--- config.mk ---
export PLATFORM = sky130hd
export DESIGN_NAME = aes_ct_serializer
export DESIGN_NICKNAME = d
export VERILOG_FILES = /design/src/rtl/aes_ser_pkg.sv /design/src/rtl/crc8_update.sv /design/src/rtl/aes_ct_serializer.sv
export SDC_FILE = /design/constraint.sdc
export NUM_CORES = 1
export LEC_CHECK = 0
export CAP_MARGIN = 10
export CORE_UTILIZATION = 50
export CTS_BUF_LIST = sky130_fd_sc_hd__clkbuf_4 sky130_fd_sc_hd__clkbuf_8 sky130_fd_sc_hd__clkbuf_16
export DETAILED_ROUTE_END_ITERATION = 16
export PLACE_DENSITY = 0.9
export SLEW_MARGIN = 20
export SYNTH_ARGS = -nofsm -noshare
export SYNTH_HDL_FRONTEND = slang
export SYNTH_SLANG_ARGS = --single-unit
--- constraint.sdc ---
create_clock -name clk -period 2 [get_ports clk]
set_input_delay 0.5 -clock clk [delete_from_list [all_inputs] [get_ports clk]]
set_output_delay 0.5 -clock clk [all_outputs]
set_load 0.005 [all_outputs]
--- src/rtl/aes_ser_pkg.sv ---
// Shared types and constants for the AES result serializer.
// The CRC state is only reachable when AES_SER_CRC_EN is defined.
package aes_ser_pkg;

  typedef enum logic [1:0] {
    ST_IDLE = 2'd0,
    ST_SEND = 2'd1,
    ST_CRC  = 2'd2
  } ser_state_e;

  localparam int         DEFAULT_BLOCK_W = 128;
  localparam int         BYTES_PER_BLOCK = DEFAULT_BLOCK_W / 8;
  localparam logic [7:0] CRC8_POLY       = 8'h07;

endpackage

--- src/rtl/crc8_update.sv ---
// One-byte CRC-8 step, MSB first, no reflection (polynomial from aes_ser_pkg).
module crc8_update
  import aes_ser_pkg::*;
(
  input  logic [7:0] crc_in,
  input  logic [7:0] data,
  output logic [7:0] crc_out
);

  logic [7:0] acc;

  always_comb begin
    acc = crc_in ^ data;
    for (int i = 0; i < 8; i++) begin
      if (acc[7]) acc = {acc[6:0], 1'b0} ^ CRC8_POLY;
      else        acc = {acc[6:0], 1'b0};
    end
    crc_out = acc;
  end

endmodule

--- src/rtl/aes_ct_serializer.sv ---
// Serializes a captured AES result block MSB-first onto a valid/ready byte stream.
// Define AES_SER_CRC_EN to append a CRC-8 trailer byte to every frame.
module aes_ct_serializer
  import aes_ser_pkg::*;
#(
  parameter int BLOCK_W = 128
) (
  input  logic               clk,
  input  logic               reset_n,
  input  logic [BLOCK_W-1:0] result,
  input  logic               result_valid,
  output logic [7:0]         tdata,
  output logic               tvalid,
  input  logic               tready,
  output logic               tlast,
  output logic               busy,
  output logic               overrun
);

  // Handshake: a beat is a cycle with tvalid && tready; tdata/tlast/tvalid
  // hold while tvalid is high and tready is low.
  localparam int NBYTES = BLOCK_W / 8;
  localparam int CNT_W  = (NBYTES > 1) ? $clog2(NBYTES) : 1;

  ser_state_e         state_q, state_d;
  logic [BLOCK_W-1:0] buf_q, buf_d;
  logic [CNT_W-1:0]   cnt_q, cnt_d;
  logic               rv_q;
  logic               armed_q;
  logic               ovr_q, ovr_d;

  logic capture, beat, last_data, final_beat, load;
  logic [7:0] data_byte;

  // armed_q blocks a level that was already high at reset release from
  // looking like a fresh rising edge.
  assign capture   = result_valid & ~rv_q & armed_q;
  assign data_byte = buf_q[BLOCK_W-1 -: 8];
  assign tvalid    = (state_q != ST_IDLE);
  assign busy      = tvalid;
  assign beat      = tvalid & tready;
  assign last_data = (state_q == ST_SEND) && (cnt_q == CNT_W'(NBYTES - 1));
  assign final_beat = beat & tlast;
  assign load      = capture & ((state_q == ST_IDLE) | final_beat);
  assign overrun   = ovr_q;

`ifdef AES_SER_CRC_EN
  logic [7:0] crc_q, crc_d, crc_next;

  crc8_update u_crc (
    .crc_in  (crc_q),
    .data    (data_byte),
    .crc_out (crc_next)
  );

  assign tlast = (state_q == ST_CRC);
  assign tdata = (state_q == ST_CRC)  ? crc_q :
                 (state_q == ST_SEND) ? data_byte : 8'h00;

  always_comb begin
    crc_d = crc_q;
    if ((state_q == ST_SEND) && beat) crc_d = crc_next;
    if (load)                         crc_d = 8'h00;
  end

  always_ff @(posedge clk or negedge reset_n) begin
    if (!reset_n) crc_q <= 8'h00;
    else          crc_q <= crc_d;
  end
`else
  assign tlast = last_data;
  assign tdata = (state_q == ST_SEND) ? data_byte : 8'h00;
`endif

  always_comb begin
    state_d = state_q;
    buf_d   = buf_q;
    cnt_d   = cnt_q;
    ovr_d   = ovr_q | (capture & tvalid & ~final_beat);
    if (load) begin
      buf_d   = result;
      cnt_d   = '0;
      state_d = ST_SEND;
    end else if (beat) begin
      if ((state_q == ST_SEND) && !last_data) begin
        buf_d = {buf_q[BLOCK_W-9:0], 8'h00};
        cnt_d = cnt_q + CNT_W'(1);
      end else if (state_q == ST_SEND) begin
`ifdef AES_SER_CRC_EN
        state_d = ST_CRC;
`else
        state_d = ST_IDLE;
`endif
      end else begin
        state_d = ST_IDLE;
      end
    end
  end

  always_ff @(posedge clk or negedge reset_n) begin
    if (!reset_n) begin
      state_q <= ST_IDLE;
      buf_q   <= '0;
      cnt_q   <= '0;
      rv_q    <= 1'b0;
      armed_q <= 1'b0;
      ovr_q   <= 1'b0;
    end else begin
      state_q <= state_d;
      buf_q   <= buf_d;
      cnt_q   <= cnt_d;
      rv_q    <= result_valid;
      armed_q <= armed_q | ~result_valid;
      ovr_q   <= ovr_d;
    end
  end

endmodule

* Word level (Yosys, flattened, before mapping)
Index checks and enable logic that the tools add are counted.
Cells by class: reductions and logical operators 9, bitwise gates (word level) 13, mux-type cells 10, add/sub/neg operators 1, eq/ne operators 3
Operators with widths (number):
- 128-bit two-way mux | 3
- 4-bit two-way mux | 3
- 8-bit two-way mux | 1
- 1-bit bitwise AND | 7
- 2-bit two-way mux | 3
- 2-bit nonzero test | 3
- 4-bit by 1-bit adder with 4-bit output (second input constant) | 1
- 4-bit == test (second input constant) | 1
- 2-bit AND reduction | 2
- 1-bit NOT | 3
- 1-bit OR | 3
- 2-bit by 1-bit == test with 1-bit output (second input constant) | 1
- 1-bit logical AND | 2
- 2-bit zero test | 1
- 2-bit != test (second input constant) | 1
- 1-bit zero test | 1
Storage, ports and cells: output and inout port bits 12, logic and storage cells 42, input port bits 132, flip-flop bits (word level) 137

* Depth between registers and ports, before layout
depth after elaboration 7, depth in mapped cells 6, depth with buffers taken out 4

* Worst setup path before layout
Ideal clock, no wire load.
path kind reg2out, start reg cnt_q[0], end out tlast, cell stages (with the launch flop) 5, required time 1.500 ns, path buffers 1, setup slack 0.344 ns, arrival 1.156 ns, path through dfrtp_1 ha_1 and3_1 clkbuf_1 and2_1
Between the ends: word-level cells in the longest chain between the ends 2
RTL lines:
- from (decl) | RTL line aes_ct_serializer.sv:27 | logic [CNT_W-1:0] cnt_q, cnt_d;
- from (signal assigned) | RTL line aes_ct_serializer.sv:111 | cnt_q <= cnt_d;
- 4-bit == test | RTL line aes_ct_serializer.sv:42 | assign last_data = (state_q == ST_SEND) && (cnt_q == CNT_W'(NBYTES - 1));
- 1-bit logical AND | RTL line aes_ct_serializer.sv:42
- to (decl) | RTL line aes_ct_serializer.sv:15 | output logic tlast,
No other way between the ends.

* Worst setup path in the final report
Same ends and word-level chain as after synthesis.

==> metrics.txt <==
origin of the worst setup path cnt_q[0]$_DFFE_PN0P_; Via Count 5333; Clock Tree Root clkbuf_16; die area 12710 sq um; Max-slew headroom 71.53%; Pleak 4.424 nW; Clock Sinks 136; pwr/cell area 1100 nW/um^2; CP Launch Type flop; remaining antenna violation count 0; worst-case clock skew 0.01467 ns; HP Class primary input to async pin; Synth cell types 29; largest net degree at the start of global routing 57; Worst Path Required 1.50 ns; fin nets 798; Worst Path Arrival 1.42 ns; initial core utilization 51.24%; top cell family by delay on the critical path flip-flops; crit path time final 1.923 ns; WP buf/inv 1; Fmax achieved 520.0 MHz; Routability Congestion 0.8640; Critical Path Sink Type output port; Die X 112.7 um; hold_buf cts 0; Setup WS pre-CTS -0.1530 ns; Seq cells post-synth 136; I/O Pins 144; clk_lat worst skew 0.42 ns; cells along the critical path ha_2, and3_4, and2_1, buf_2; drt initial violations 577; global-route wire length before repair 26.81 mm; final hold vios 0; number of global-route vias before repair 5154; Post-route DRC 0; Mapped Area 6130 sq um; mean routed wirelength per cell 21.51 um; final worst path period share 96.16%; actual slew at the worst max-slew pin 0.4271 ns; setup ws final 0.07681 ns; GRT overflow 0; pins over their slew limit 0; largest driver fanout on the critical path 2; # rows 40; # diodes 0; post-synthesis cell count 520; CP Class flop to output port; P&R area growth vs syn 39.95%; final setup fails 0; # Max-Cap Violations 0; Die Y 112.7 um; maximum VDD drop 0.0007419 V; share of cells above drive strength 1 12.31%; Inst Count DP 777; Detail Placement HPWL 10.75 mm; Total Wirelength 17.66 mm; initial antenna violation count 0; core footprint 11960 sq um; htree depth 4; total CTS buffers 17; RSZ-0062 raised after global routing false; Worst-path clk slew 0.06 ns; Worst path max stage delay 0.40 ns; status finished, final reports clean; mean post-synth cell area 11.79 sq um; Yosys warnings 0; Syn Nets 653; CTS tree yes; GR Util All Layers 27.42%; Port-buffer cells 143; clock buffer depth 2; Reg2Reg Launch Point state_q[0]$_DFFE_PN0P_; Pre-antenna DRT Iters 6; Cell Count, Final, Fillers Out 821; Seq/Total Area, Yosys 55.52%; Vias/cell 6.496; CP max-delay cell dfrtp_1
[layout by cell type (no fill, tap or decap), drive strengths merged]
cell             n
dfrtp          136
clkdlybuf4s50  131
and3           111
a221o          110
buf             45
clkbuf          25
o21ai           20
nand3           13
a211oi          10
a31oi           10
and2            10
inv              9
dlymetal6s2s     9
mux2i            8
a21oi            5
clkinv           4
nand2            3
or3              3
o31ai            2
nand3b           1
nand4            1
o21bai           1
nand2b           1
a21o             1
nor2b            1
a2bb2oi          1
ha               1
bufinv           1
dlygate4sd2      1
[cells by family after synthesis]
logic type,share of synthesized area [%]
AO/OA/AOI/OAI,22.94
AND/OR/NAND/NOR,14.37
buffers and inverters,5.654
multiplexers,1.306
flip-flops,55.52
adder cells (fa/ha/maj),0.2041
[report_power, final]
part	switching (W)	internal [W]	total, W
clock network	0.00109	0.00179	0.00288
logic	0.00106	0.00144	0.00250
registers	0.000491	0.00357	0.00406
[per-stage QoR]
stage	utilization (%)	power, W	hold WS, ns	TNS [ns]	area, sq um
floorplan	-	0.005276	0.2044	0	6130
global placement	65.32	0.006205	0.4502	-7.380	7814
detailed placement	65.32	0.006340	0.4525	-13.20	7814
CTS	70.18	0.009296	0.01051	-0.2707	8394
global route	71.72	0.009875	0.03085	0	8578
finish	71.72	0.009439	0.008166	0	8578
[routing by layer]
layer | GRT usage, % | part of all wire [%] | up-vias
li1 | - | - | 2356
met4 | 9.244 | 2.1 | 0
met1 | 36.30 | 41 | 2642
met5 | 0 | 0 | -
met2 | 44.32 | 50 | 301
met3 | 6.963 | 7.4 | 34
[path summary, 6_finish.rpt]
check	cells after the start	slack, ns	endpoint
max	4	0.08	tlast
min	1	0.008	buf_q[27]$_DFFE_PN0P_
min in group clk	1	0.48	overrun$_DFF_PN0_
min reg2reg	1	0.48	overrun$_DFF_PN0_
max in group asynchronous	2	1.37	buf_q[4]$_DFFE_PN0P_
max reg2reg	8	0.14	buf_q[76]$_DFFE_PN0P_
[cell type report]
cell class / count / area [sq um]
fill: 798 / 3383
timing repair buffer: 188 / 1991
multi-input combinational: 313 / 2432
sequential: 136 / 3405
inverter: 9 / 33.78
clock inverter: 5 / 50.05
clock buffer: 23 / 483.0
tap: 147 / 183.9
[flip-flops by register name, indices dropped and copies added, names as in the netlist]
signal,flops
buf_q,128
cnt_q,4
armed_q,1
overrun,1
rv_q,1
state_q,1
[synth_stat cells]
cell type  number  share of area, %
a211oi_1       10               1.2
a21o_1          1              0.12
a21oi_1         4              0.33
a21oi_2         1              0.14
a221o_1       110                18
a2bb2oi_1       1              0.14
a31oi_1        10               1.0
and2_1          9              0.92
and2_4          1              0.14
and3_1        111                11
buf_1           1             0.061
buf_2          22               1.8
buf_4           2              0.24
buf_6           6               1.1
clkbuf_1       31               1.9
dfrtp_1       136                56
ha_1            1              0.20
inv_1           9              0.55
mux2i_1         8               1.3
nand2_1         3              0.18
nand2b_1        1              0.10
nand3_1        13               1.1
nand3b_1        1              0.12
nand4_1         1              0.10
nor2b_1         1              0.10
o21ai_0        20               1.6
o21bai_1        1              0.12
o31ai_1         2              0.24
or3_1           3              0.31
[repair_timing]
item / CTS / global route
buffers inserted: 6 / 7
resized for setup: 8 / 19
pin swaps: 1 / 4
endpoints found under the setup margin: 11 / 88
cloned: 0 / 4
endpoints found under the hold margin: 0 / 0
No activity file was read; power rests on OpenSTA's default activity.
